$ cat src/rtl/dcache_pkg.sv
// Shared definitions for the direct-mapped L1 data-cache controller:
// FSM state encoding and the address field widths used to split a
// 32-bit byte address into tag / index / word-select / byte-offset.
package dcache_pkg;

   localparam int LINE_BITS  = 256;
   localparam int TAG_W      = 23;
   localparam int IDX_W      = 4;
   localparam int WORD_SEL_W = 3;
   localparam int OFFSET_W   = 5;

   typedef enum logic [1:0] {
      ST_IDLE      = 2'd0,
      ST_WRITEBACK = 2'd1,
      ST_ALLOCATE  = 2'd2,
      ST_REFILL    = 2'd3
   } state_e;

endpackage

$ cat src/rtl/dcache_sram.sv
// Cache data array: LINES x LINE_BITS, one write port and a combinational
// read port sharing a single line index.
// Ports:
//   clk_i       clock
//   we_i        write enable
//   full_i      1 = write whole line from line_i, 0 = write one word from word_i
//   idx_i       line index (read and write)
//   word_sel_i  word within the line for single-word writes
//   line_i      refill line data
//   word_i      store data
//   line_o      selected line, combinational
module dcache_sram
   import dcache_pkg::*;
#(
   parameter int LINES     = 16,
   parameter int LINE_BITS = 256
) (
   input  logic                  clk_i,
   input  logic                  we_i,
   input  logic                  full_i,
   input  logic [IDX_W-1:0]      idx_i,
   input  logic [WORD_SEL_W-1:0] word_sel_i,
   input  logic [LINE_BITS-1:0]  line_i,
   input  logic [31:0]           word_i,
   output logic [LINE_BITS-1:0]  line_o
);

   logic [LINE_BITS-1:0] mem_q [LINES];

   // No reset: contents are only observable through a valid tag match.
   always_ff @(posedge clk_i) begin
      if (we_i) begin
         if (full_i) begin
            mem_q[idx_i] <= line_i;
         end else begin
            mem_q[idx_i][{word_sel_i, 5'b0} +: 32] <= word_i;
         end
      end
   end

   assign line_o = mem_q[idx_i];

endmodule

$ cat src/rtl/dcache_controller.sv
// Direct-mapped, write-back, write-allocate L1 data-cache controller.
// Holds tag/valid/dirty per line, sequences writeback and refill over a
// req/ack line-wide memory handshake and stalls the pipeline on misses.
// Ports:
//   clk_i, start_i         clock, synchronous active-low reset
//   cpu_req_i/write_i      access request, 1 = store
//   cpu_addr_i/data_i      word-aligned byte address, store data
//   cpu_data_o             load data (valid on an unstalled request)
//   cpu_stall_o            freeze the pipeline
//   mem_enable_o/write_o   memory request (held until ack), 1 = line write
//   mem_addr_o/data_o      line address, writeback line
//   mem_data_i/ack_i       refill line, single-cycle completion pulse
//
// state     | meaning
// IDLE      | serve hits; launch writeback or refill on a miss
// WRITEBACK | dirty victim line being written to memory
// ALLOCATE  | new line being read from memory
// REFILL    | line installed; one cycle before the access replays as a hit
module dcache_controller #(
   parameter int LINES     = 16,
   parameter int LINE_BITS = 256,
   parameter int ADDR_W    = 32
) (
   input  logic                 clk_i,
   input  logic                 start_i,
   input  logic                 cpu_req_i,
   input  logic                 cpu_write_i,
   input  logic [ADDR_W-1:0]    cpu_addr_i,
   input  logic [31:0]          cpu_data_i,
   output logic [31:0]          cpu_data_o,
   output logic                 cpu_stall_o,
   output logic                 mem_enable_o,
   output logic                 mem_write_o,
   output logic [ADDR_W-1:0]    mem_addr_o,
   output logic [LINE_BITS-1:0] mem_data_o,
   input  logic [LINE_BITS-1:0] mem_data_i,
   input  logic                 mem_ack_i
);

   import dcache_pkg::*;

   state_e               state_q, state_d;
   logic [LINES-1:0]     valid_q, valid_d;
   logic [LINES-1:0]     dirty_q, dirty_d;
   logic [TAG_W-1:0]     tag_q [LINES];
   logic                 tag_we;
   logic                 mem_en_q, mem_en_d;
   logic                 mem_wr_q, mem_wr_d;
   logic [ADDR_W-1:0]    mem_addr_q, mem_addr_d;
   logic [LINE_BITS-1:0] mem_data_q, mem_data_d;

   logic [TAG_W-1:0]      addr_tag;
   logic [IDX_W-1:0]      idx;
   logic [WORD_SEL_W-1:0] wsel;
   logic                  hit;
   logic                  sram_we;
   logic                  sram_full;
   logic [LINE_BITS-1:0]  line_rd;
   logic                  unused_addr_bits;

   assign addr_tag = cpu_addr_i[ADDR_W-1 -: TAG_W];
   assign idx      = cpu_addr_i[OFFSET_W +: IDX_W];
   assign wsel     = cpu_addr_i[2 +: WORD_SEL_W];
   assign unused_addr_bits = ^cpu_addr_i[1:0];

   assign hit         = cpu_req_i & valid_q[idx] & (tag_q[idx] == addr_tag);
   assign cpu_stall_o = (cpu_req_i & ~hit) | (state_q != ST_IDLE);
   // Gated by hit so the data bus reads zero until the line is resident.
   assign cpu_data_o  = hit ? line_rd[{wsel, 5'b0} +: 32] : 32'h0;

   assign mem_enable_o = mem_en_q;
   assign mem_write_o  = mem_wr_q;
   assign mem_addr_o   = mem_addr_q;
   assign mem_data_o   = mem_data_q;

   // Victim and new line share the CPU index, so one index serves every
   // access, including the writeback line read.
   dcache_sram #(
      .LINES     (LINES),
      .LINE_BITS (LINE_BITS)
   ) u_sram (
      .clk_i      (clk_i),
      .we_i       (sram_we),
      .full_i     (sram_full),
      .idx_i      (idx),
      .word_sel_i (wsel),
      .line_i     (mem_data_i),
      .word_i     (cpu_data_i),
      .line_o     (line_rd)
   );

   always_comb begin
      state_d    = state_q;
      valid_d    = valid_q;
      dirty_d    = dirty_q;
      mem_en_d   = mem_en_q;
      mem_wr_d   = mem_wr_q;
      mem_addr_d = mem_addr_q;
      mem_data_d = mem_data_q;
      tag_we     = 1'b0;
      sram_we    = 1'b0;
      sram_full  = 1'b0;
      case (state_q)
         ST_IDLE: begin
            if (hit && cpu_write_i) begin
               sram_we      = 1'b1;
               dirty_d[idx] = 1'b1;
            end else if (cpu_req_i && !hit) begin
               mem_en_d = 1'b1;
               if (valid_q[idx] && dirty_q[idx]) begin
                  state_d    = ST_WRITEBACK;
                  mem_wr_d   = 1'b1;
                  mem_addr_d = {tag_q[idx], idx, {OFFSET_W{1'b0}}};
                  mem_data_d = line_rd;
               end else begin
                  state_d    = ST_ALLOCATE;
                  mem_wr_d   = 1'b0;
                  mem_addr_d = {cpu_addr_i[ADDR_W-1:OFFSET_W], {OFFSET_W{1'b0}}};
               end
            end
         end
         ST_WRITEBACK: begin
            if (mem_ack_i) begin
               state_d    = ST_ALLOCATE;
               mem_wr_d   = 1'b0;
               mem_addr_d = {cpu_addr_i[ADDR_W-1:OFFSET_W], {OFFSET_W{1'b0}}};
            end
         end
         ST_ALLOCATE: begin
            if (mem_ack_i) begin
               state_d      = ST_REFILL;
               mem_en_d     = 1'b0;
               sram_we      = 1'b1;
               sram_full    = 1'b1;
               tag_we       = 1'b1;
               valid_d[idx] = 1'b1;
               dirty_d[idx] = 1'b0;
            end
         end
         ST_REFILL: begin
            state_d = ST_IDLE;
         end
         default: begin
            state_d = ST_IDLE;
         end
      endcase
   end

   always_ff @(posedge clk_i) begin
      if (!start_i) begin
         state_q    <= ST_IDLE;
         valid_q    <= '0;
         dirty_q    <= '0;
         mem_en_q   <= 1'b0;
         mem_wr_q   <= 1'b0;
         mem_addr_q <= '0;
         mem_data_q <= '0;
      end else begin
         state_q    <= state_d;
         valid_q    <= valid_d;
         dirty_q    <= dirty_d;
         mem_en_q   <= mem_en_d;
         mem_wr_q   <= mem_wr_d;
         mem_addr_q <= mem_addr_d;
         mem_data_q <= mem_data_d;
      end
   end

   // Tags need no reset; valid_q qualifies them.
   always_ff @(posedge clk_i) begin
      if (start_i && tag_we) begin
         tag_q[idx] <= addr_tag;
      end
   end

endmodule

$ cat config.mk
export PLATFORM = sky130hd
export DESIGN_NAME = dcache_controller
export DESIGN_NICKNAME = d
export VERILOG_FILES = /design/src/rtl/dcache_pkg.sv /design/src/rtl/dcache_sram.sv /design/src/rtl/dcache_controller.sv
export SDC_FILE = /design/constraint.sdc
export NUM_CORES = 2
export LEC_CHECK = 0
export BUFFER_PORTS_ARGS = -buffer_cell sky130_fd_sc_hd__clkbuf_2
export CAP_MARGIN = 20
export CORE_MARGIN = 1.5
export CORE_UTILIZATION = 35
export DETAILED_ROUTE_END_ITERATION = 8
export PLACE_DENSITY = 0.46
export SLEW_MARGIN = 10
export SYNTH_ARGS = -nofsm -noshare
export SYNTH_HDL_FRONTEND = slang
export SYNTH_MEMORY_MAX_BITS = 65536
export SYNTH_SLANG_ARGS = --single-unit
$ cat constraint.sdc
create_clock -name clk_i -period 6.5 [get_ports clk_i]
set_clock_uncertainty 0.05 [all_clocks]
set_input_delay 0.65 -clock clk_i [delete_from_list [all_inputs] [get_ports clk_i]]
set_output_delay 0.65 -clock clk_i [all_outputs]
set_load 0.05 [all_outputs]
==> run_results.csv <==
group,metric,value,unit
run_status,status,"completed",
yosys,ys_seq_area_share,75.1,%
final_layout,fin_cells,17342,
critical_path,worstPathArrival,5.48,ns
detailed_routing,drtIter0Drc,11317,
detailed_routing,dr.pass1.iters,6,
die,die_area,539000,um2
yosys,ys_ff_latch,4783,
yosys,yosys.area_share.simple,2.31,%
die,die_h,734,um
sta,min_period_over_period,95.1,%
global_routing,grt_usage,24.1,%
critical_path,endpoint_kind,"output pin",
sta,finalHoldViolCount,0,
yosys,synth_adder_area_share,0.0335,%
yosys,synth_enable_flop_cells,4464,
yosys,synthXorXnorAreaFrac,0.108,%
yosys,synthDistinctLibCells,76,
final_layout,layout-drive-gt1-share,35.6,%
global_routing,grt_max_degree,252,
clock_tree,clk_latency,1.08,ns
sta,min_period,6.18,ns
clock_tree,cts_max_path_buffers,4,
yosys,post-synth-top-count-cell,"edfxtp_1",
yosys,synth_area,187000,um2
clock_tree,cts_tree,"done",
detailed_routing,wl_per_cell,38.1,um
placement,dpl_cell_area,203000,um2
sta,rsz0062_at_grt,"no",
sta,setup_tns,0,ns
power_and_ir_drop,p_per_area,308,nW/um2
sta,setup_viol_count_final,0,
detailed_routing,drt-vias-per-instance,5.64,
yosys,postSynthCellCount,8696,
die,core,532000,um2
final_layout,design_area,220000,um2
sta,maxSlewViolCount,0,
detailed_routing,drc,0,
placement,dp_cells,16233,
final_layout,area_growth,17.9,%
placement,place.gp.congestion,0.816,
critical_path,critical_path_class,"reg -> out",
placement,place_hpwl,416000,um
final_layout,fill_cells,46711,
critical_path,path_max_fanout,37,
yosys,synth_mux_area_share,19.4,%
final_layout,fin_util,41.4,%
global_routing,grt_overflow,0,
clock_tree,cts_root_buffer,"clkbuf_16",
die,start_util,35.1,%
hold_path,min_path_type,"in -> reg",
yosys,synth_area_leaders,"edfxtp_1 (72%), mux4_2 (17%), dfxtp_1 (3.4%)",
die,row_count,268,
clock_tree,cts_inserted_buffers,532,
yosys,synthArstFlopShare,0,%
placement,port_buffers,640,
yosys,synth_compound_area_share,1.63,%
sta,worstMarginPinSlew,1.11,ns
clock_tree,h-tree-depth,6,
sta,max_freq,0.162,GHz
global_routing,grt_pass1_wl,879000,um
yosys,synth_largest_area_cell,"edfxtp_1",
power_and_ir_drop,ir_drop,208,uV
yosys,ys.flop_type,"edfxtp_1",
yosys,ys_warn_count,0,
clock_tree,clkTransAtPathRegs,0.06,ns
detailed_routing,routed_wl,661000,um
flow_run,max-cap-violations,0,
global_routing,grt_pass1_vias,97939,
yosys,synth_top_family_by_area,"multiplexers",
clock_tree,postCtsSetupBuffers,0,
yosys,ys_top_cells_by_count,"edfxtp_1 (4464), mux4_2 (1422), nand2_1 (438)",
final_layout,nets,10100,
yosys,synth.top_cell.area_share,71.7,%
critical_path,cp_data_required_time,5.80,ns
power_and_ir_drop,leakage,69.8,nW
global_routing,antenna_found_initial,132,
yosys,syn_avg_cell_area,21.5,um2
detailed_routing,vias,97803,
die,die_x,734,um
critical_path,setup.worst_path.start_class,"flop",
die,ios,648,
detailed_routing,ant_nets,0,
sta,relSlewSlack,26.0,%
clock_tree,cts.sinks,4783,
-- registers in the layout, summed over array words and instances, names as in the netlist, named ones only --
signal        cells
valid_q          16
mem_addr_o       27
state_q           2
tag_q           368
mem_data_o      256
mem_write_o       1
mem_enable_o      1
u_sram.mem_q   4096
-- per-stage QoR --
stage / hold WS [ns] / setup slack, ns / power, mW
after floorplan: 0.371 / 0.978 / 36.9
after global placement: 0.382 / 0.354 / 39.4
after detailed placement: 0.389 / 0.386 / 39.5
after CTS: 0.00120 / 0.361 / 68.6
after global routing: 0.0546 / 0.193 / 69.7
final: 0.0863 / 0.316 / 68.0
-- power breakdown --
part | switching (mW) | internal (mW) | leakage (nW)
Combinational | 3.33 | 1.48 | 18.9
Sequential | 0.0706 | 33.9 | 42.7
Clock | 12.4 | 16.7 | 8.15
-- worst paths after layout --
path,to,startpoint,cells past startpoint,slack [ns]
max reg2reg,u_sram.mem_q[6][243]$_DFFE_PP_,tag_q[12][12]$_DFFE_PP_,12,1.70
min reg2reg,mem_data_o[207]$_SDFFE_PN0P_,mem_data_o[207]$_SDFFE_PN0P_,2,0.40
min,u_sram.mem_q[3][79]$_DFFE_PP_,mem_data_i[79],2,0.09
max,cpu_data_o[17],tag_q[11][12]$_DFFE_PP_,11,0.32
-- final cells by class --
class	count	area, um2	area share, %
clock inverter	247	2180	0.988
timing repair buffer	1082	8830	4.00
inverter	26	110	0.0499
tap	7020	8780	3.98
multi-input combinational	3345	45300	20.6
sequential	4783	140000	63.7
antenna	155	388	0.176
clock buffer	684	14400	6.54
-- routing by layer --
layer / vias to the layer above / share of wire (%) / GRT usage [%]
li1: 38818 / - / -
met5: - / 0.017 / 0
met1: 53911 / 41 / 33.3
met4: 18 / 3.6 / 8.61
met2: 4247 / 48 / 38.3
met3: 809 / 7.4 / 4.41
-- worst max-delay path, cell delays in order, from the launching register on --
cell and delay [ns]:
edfxtp_1 0.37, mux4_2 0.50, xnor2_1 0.34, o32ai_1 0.16
nor3_1 0.44, o21ai_0 0.23, nor4b_2 0.76, nand3_4 0.11
buf_4 0.29, a21oi_1 0.63, buf_4 0.31, buf_12 0.15
-- logic make-up after synthesis --
logic type	Yosys count
flops	4783
mux	1809
simple gates	979
buf+inv	572
compound gates	524
xor+xnor	23
fa+ha+maj	5
other cells	1
-- placed cells by master (no fill, tap or decap), drive strengths merged, types with 6 or more instances in the layout --
| cell type | count |
|---|---|
| xnor2 | 19 |
| buf | 456 |
| and3 | 11 |
| bufinv | 26 |
| a22oi | 16 |
| a31oi | 11 |
| dfxtp | 319 |
| o22ai | 25 |
| a41oi | 18 |
| clkbuf | 1288 |
| o211ai | 17 |
| diode | 155 |
| mux2i | 106 |
| nor3 | 30 |
| nor2b | 9 |
| a21o | 20 |
| inv | 56 |
| dlygate4sd3 | 22 |
| nand2b | 22 |
| o21ai | 283 |
| mux4 | 1422 |
| a21oi | 90 |
| nand2 | 438 |
| nor4 | 6 |
| clkinv | 186 |
| nor2 | 156 |
| mux2 | 281 |
| nand3 | 278 |
| edfxtp | 4464 |
-- timing repair --
item,in CTS,in global routing
hold buffers,22,0
resized for setup,0,0
endpoints found under the hold margin,298,0
Note: power is estimated with default switching activity, not from simulation.
